$ cat src/rtl/decoder_n_seq_pkg.sv
// Shared types and constants for the registered one-hot decoder.
package decoder_n_seq_pkg;

  typedef enum logic [1:0] {
    IDLE   = 2'd0,
    DECODE = 2'd1,
    SCAN   = 2'd2
  } state_e;

  localparam logic MODE_DIRECT = 1'b0;
  localparam logic MODE_SCAN   = 1'b1;

endpackage : decoder_n_seq_pkg

$ cat src/rtl/decoder_n_seq_dwell_timer.sv
// Dwell counter for auto-scan: counts while run is high and ticks when the
// count reaches (or has been overtaken by) the programmed dwell.
module decoder_n_seq_dwell_timer #(
  parameter int DWELL_WIDTH = 8
) (
  input  logic                   clk,
  input  logic                   rst_n,
  input  logic                   run,
  input  logic [DWELL_WIDTH-1:0] dwell,
  output logic                   tick
);

  logic [DWELL_WIDTH-1:0] count_r;

  // >= rather than == so a dwell lowered below the count still advances next edge
  assign tick = run && (count_r >= dwell);

  // Count register: cleared while idle and on every tick
  always_ff @(posedge clk or negedge rst_n) begin
    if (!rst_n) begin
      count_r <= {DWELL_WIDTH{1'b0}};
    end else if (!run || tick) begin
      count_r <= {DWELL_WIDTH{1'b0}};
    end else begin
      count_r <= count_r + DWELL_WIDTH'(1);
    end
  end

endmodule : decoder_n_seq_dwell_timer

$ cat src/rtl/decoder_n_seq.sv
// Registered N-to-2^N one-hot decoder with valid/ready input and optional
// auto-scan mode, enabled by defining DECODER_N_SEQ_SCAN_EN.
module decoder_n_seq
  import decoder_n_seq_pkg::*;
#(
  parameter int IN_WIDTH    = 3,
  parameter int DWELL_WIDTH = 8
) (
  input  logic                       clk,
  input  logic                       rst_n,
  input  logic                       enable,
  input  logic                       mode,
  input  logic                       in_valid,
  output logic                       in_ready,
  input  logic [IN_WIDTH-1:0]        in_lines,
  input  logic [DWELL_WIDTH-1:0]     dwell,
  output logic [(1<<IN_WIDTH)-1:0]   out_lines,
  output logic                       out_valid,
  output logic                       scan_wrap
);

  localparam int OUT_WIDTH = 1 << IN_WIDTH;

  function automatic logic [OUT_WIDTH-1:0] onehot_f(input logic [IN_WIDTH-1:0] idx);
    onehot_f = OUT_WIDTH'(1) << idx;
  endfunction

  state_e                 state_r;
  state_e                 state_nxt_s;
  logic                   mode_eff_s;
  logic                   tick_s;
  logic                   xfer_s;
  logic [IN_WIDTH-1:0]    scan_idx_r;
  logic [IN_WIDTH-1:0]    scan_idx_nxt_s;
  logic [OUT_WIDTH-1:0]   out_lines_r;
  logic [OUT_WIDTH-1:0]   out_lines_nxt_s;
  logic                   out_valid_r;
  logic                   out_valid_nxt_s;
  logic                   in_ready_r;
  logic                   scan_wrap_r;
  logic                   scan_wrap_nxt_s;

`ifdef DECODER_N_SEQ_SCAN_EN
  assign mode_eff_s = mode;

  decoder_n_seq_dwell_timer #(
    .DWELL_WIDTH (DWELL_WIDTH)
  ) u_dwell_timer (
    .clk   (clk),
    .rst_n (rst_n),
    .run   (state_r == SCAN),
    .dwell (dwell),
    .tick  (tick_s)
  );
`else
  logic unused_s;
  assign unused_s   = ^{mode, dwell};
  assign mode_eff_s = MODE_DIRECT;
  assign tick_s     = 1'b0;
`endif

  assign xfer_s = (state_r == DECODE) && in_ready_r && in_valid;

  // Next state: any mode change while enabled goes through IDLE
  always_comb begin
    state_nxt_s = state_r;
    if (!enable) begin
      state_nxt_s = IDLE;
    end else begin
      case (state_r)
        IDLE:    state_nxt_s = (mode_eff_s == MODE_SCAN) ? SCAN : DECODE;
        DECODE:  state_nxt_s = (mode_eff_s == MODE_SCAN) ? IDLE : DECODE;
        SCAN:    state_nxt_s = (mode_eff_s == MODE_SCAN) ? SCAN : IDLE;
        default: state_nxt_s = IDLE;
      endcase
    end
  end

  // Output and scan-index next values, keyed on the state being entered
  always_comb begin
    scan_idx_nxt_s  = {IN_WIDTH{1'b0}};
    out_lines_nxt_s = out_lines_r;
    out_valid_nxt_s = out_valid_r;
    scan_wrap_nxt_s = 1'b0;
    case (state_nxt_s)
      DECODE: begin
        if (xfer_s) begin
          out_lines_nxt_s = onehot_f(in_lines);
          out_valid_nxt_s = 1'b1;
        end else begin
          out_lines_nxt_s = out_lines_r;
          out_valid_nxt_s = out_valid_r;
        end
      end
      SCAN: begin
        if (state_r != SCAN) begin
          scan_idx_nxt_s = {IN_WIDTH{1'b0}};
        end else if (tick_s) begin
          scan_idx_nxt_s  = scan_idx_r + IN_WIDTH'(1);
          scan_wrap_nxt_s = (scan_idx_r == {IN_WIDTH{1'b1}});
        end else begin
          scan_idx_nxt_s = scan_idx_r;
        end
        out_lines_nxt_s = onehot_f(scan_idx_nxt_s);
        out_valid_nxt_s = 1'b1;
      end
      default: begin
        out_lines_nxt_s = {OUT_WIDTH{1'b0}};
        out_valid_nxt_s = 1'b0;
      end
    endcase
  end

  // State and registered outputs
  always_ff @(posedge clk or negedge rst_n) begin
    if (!rst_n) begin
      state_r     <= IDLE;
      scan_idx_r  <= {IN_WIDTH{1'b0}};
      out_lines_r <= {OUT_WIDTH{1'b0}};
      out_valid_r <= 1'b0;
      in_ready_r  <= 1'b0;
      scan_wrap_r <= 1'b0;
    end else begin
      state_r     <= state_nxt_s;
      scan_idx_r  <= scan_idx_nxt_s;
      out_lines_r <= out_lines_nxt_s;
      out_valid_r <= out_valid_nxt_s;
      in_ready_r  <= (state_nxt_s == DECODE);
      scan_wrap_r <= scan_wrap_nxt_s;
    end
  end

  assign out_lines = out_lines_r;
  assign out_valid = out_valid_r;
  assign in_ready  = in_ready_r;
  assign scan_wrap = scan_wrap_r;

endmodule : decoder_n_seq
$ cat config.mk
export PLATFORM = sky130hd
export DESIGN_NAME = decoder_n_seq
export DESIGN_NICKNAME = d
export VERILOG_FILES = /design/src/rtl/decoder_n_seq_pkg.sv /design/src/rtl/decoder_n_seq_dwell_timer.sv /design/src/rtl/decoder_n_seq.sv
export SDC_FILE = /design/constraint.sdc
export NUM_CORES = 1
export LEC_CHECK = 0
export CAP_MARGIN = 40
export CORE_AREA = 2 2 39 41
export DETAILED_ROUTE_END_ITERATION = 6
export DIE_AREA = 0 0 41 43
export GPL_TIMING_DRIVEN = 0
export PLACE_DENSITY_LB_ADDON = 0.05
export SYNTH_ARGS = -nofsm -noshare
export SYNTH_HDL_FRONTEND = slang
export SYNTH_SLANG_ARGS = --single-unit
$ cat constraint.sdc
create_clock -name clk -period 2.46 [get_ports clk]
set_clock_uncertainty 0.1 [all_clocks]
set_input_delay 0.492 -clock clk [delete_from_list [all_inputs] [get_ports clk]]
set_output_delay 0.492 -clock clk [all_outputs]
set_load 0.005 [all_outputs]
==> summary.md <==
| Metric | Value |
|---|---|
| Mapped Area | 403 um2 |
| Startpoint class of the critical path | register |
| Synth area leaders | dfrtp_1, o2bb2ai_1, a2bb2o_4, nand2b_1, a21boi_2 |
| Placed instance area | 583 um2 |
| CP Max Fanout | 5 |
| Critical path type | register to output port |
| CP Capture Type | output port |
| GPL Wtd Cong | 0.696 |
| Gr usage total | 12.0% |
| Flop-to-flop setup slack | 1.30 ns |
| #FFs+latches synth | 10 |
| CP cell instances | clkdlybuf4s50_1 |
| Reg2reg end | out_lines[5] |
| Vias per std cell | 4.83 |
| CTS Buf Count | 3 |
| Crit path max-delay family | buffers and inverters |
| Psw | 0.0709 mW |
| Synth unique cells | 13 |
| Final setup TNS | 0 ns |
| Synth cell count leaders | dfrtp_1, o2bb2ai_1, nand2b_1 |
| Pint | 0.281 mW |
| Asr flop ratio synth | 100% |
| Worst Path Buf+Inv | 1 |
| Vias in the first global route | 317 |
| CP max stage delay | 0.53 ns |
| DRC Markers | 0 |
| Status | completed |
| DRT iter0 DRCs | 2 |
| Standard-cell rows | 14 |
| Via Count | 314 |
| Clock Power Share | 40.1% |
| H-tree Lvls | 1 |
| Combinational power share | 11.1% |
| Yosys top cell by area | dfrtp_1 |
| Mapped Cells | 29 |
| Maxcap violations | 0 |
| RSZ-0062 raised after global routing | no |
| Worst r2r src | state_r[0] |
| # port buffers | 16 |
| WP data arrival | 1.21 ns |
| Leak pwr | 0.256 nW |
| Ys Warns | 0 |
| Number of fill cells | 126 |
| Post_cts resized | 0 |
| Initial antenna violation count | 0 |
| Die W | 41 um |
| CTS Root Cell | clkbuf_4 |
| Hold path startpoint | out_lines[7] |
| Post-DP HPWL | 683 um |
| Clock-pin slew on the worst setup and hold paths | 0.06 ns |
| Top cell type's share of synthesized area | 62.1% |
| Congestion Overflow GR | 0 |
| Maximum VDD drop | 0.272 mV |
| Post-Syn Nets | 45 |
| Initial Util | 29.1% |
| CTS tree | done |
| Post-layout min period | 1.80 ns |
| Count of pins over their slew limit | 0 |
| Worst hold endpoint | out_lines[7] |
| CTS hold repair buffers | 0 |
| Setup violations, final | 0 |
| Seq pwr share | 48.8% |
| Most common cell in the synthesized netlist | dfrtp_1 |
| Sw frac | 20.2% |
| Drt first pass iters | 3 |
| I/O pin count | 27 |
| DR WL/cell | 13.4 um |
| Largest net degree at the start of global routing | 11 |
| Number of synthesized flops with an enable pin | 0 |
| Nets | 66 |
| Max Clock Freq | 0.555 GHz |
| Post-synthesis average cell area | 13.9 um2 |
| Crit-path slowest cell | clkdlybuf4s50_1 |
| Area Growth Syn to Fin | 53.7% |
| Layout cells sized above 1 | 16.3% |
| Hold depth | 1 |
| R2r worst-path depth | 2 |
| Setup bufs post-CTS | 0 |
| DRT Wirelength | 874 um |
| Power per cell area | 568 nW/um2 |
| Main synth FF type | dfrtp_1 |
| CTS Buffer Depth | 2 |
| # diodes | 0 |
| Final period utilization | 73.2% |
| Hold Crit Class | register to register |
| Critical Path RT | 1.87 ns |
| Clk Latency, worst-skew pair | 0.26 ns |
| Antenna Violating Nets Remaining | 0 |
| Sequential-to-total area share from yosys stat | 62.1% |
| Finished Cell Area | 619 um2 |
| Die area | 1760 um2 |
| First-pass GRT wire length | 1360 um |
| Die Y | 43 um |
| Final Hold Fails | 0 |
| # clock sinks | 10 |
| Core area | 1380 um2 |
per-layer routing:
layer,wire length (um),GRT usage (%),vias up
li1,-,-,148
met1,372,14.2,158
met2,458,18.1,8
met3,43,3.14,0
met4,0,8.00,0
met5,0,0,-
kinds of logic after synthesis:
group	after synthesis	synth area share, %
AOI/OAI and AO/OA	10	24.2
buffers and inverters	1	1.86
other	1	0.931
and+or+nand+nor	7	10.9
DFF	10	62.1
worst reg2reg max path: cells and delay by family, from the launching register on:
kind / cells / cell delay (ns)
flops: 1 / 0.43
compound gates: 2 / 0.55
power groups by stage:
stage	Clock, mW	Sequential, mW	Combinational [mW]
floorplan	0	0.175	0.0128
global placement	0	0.174	0.0379
detailed placement	0	0.175	0.0393
CTS	0.149	0.172	0.0395
global route	0.161	0.172	0.0426
finish	0.141	0.172	0.0390
flip-flops by register name, indices dropped and copies added, names as in the netlist:
register   flops
out_valid      1
out_lines      8
state_r        1
cell type report:
class	instances	area, um2	share of cell area, %
multi-input combinational	18	145	23.4
clock buffer	4	36.3	5.86
timing repair buffer	16	160	25.9
tap	16	20.0	3.23
buffer	1	7.51	1.21
sequential	10	250	40.4
layout by cell type (no fill, tap or decap), types with 2 or more instances in the layout:
master / netlist / layout
clkbuf_4: 0 / 3
clkdlybuf4s50_1: 0 / 16
dfrtp_1: 10 / 10
nand2b_1: 2 / 2
o2bb2ai_1: 7 / 7
worst max path at each step:
stage,to,depth (start not counted),startpoint,slack [ns]
after global placement,out_lines[2],3,enable,0.73
after detailed placement,out_lines[6],3,enable,0.66
after CTS,in_ready,1,state_r[0],0.65
after floorplan,out_lines[0],2,in_lines[0],1.33
after global routing,in_ready,1,state_r[0],0.61
final,in_ready,1,state_r[0],0.66
through the flow:
stage | utilization [%] | hold WS, ns | worst slack [ns] | instances | total power, mW
2_1_floorplan | - | 0.0964 | 1.33 | 29 | 0.188
3_3_place_gp | 42.1 | 0.371 | 0.735 | 61 | 0.212
3_5_place_dp | 42.1 | 0.380 | 0.663 | 61 | 0.214
4_1_cts | 44.8 | 0.400 | 0.653 | 65 | 0.360
5_1_grt | 44.8 | 0.409 | 0.608 | 65 | 0.376
6_report | 44.8 | 0.399 | 0.659 | 65 | 0.352
Note: power is estimated with default switching activity, not from simulation.
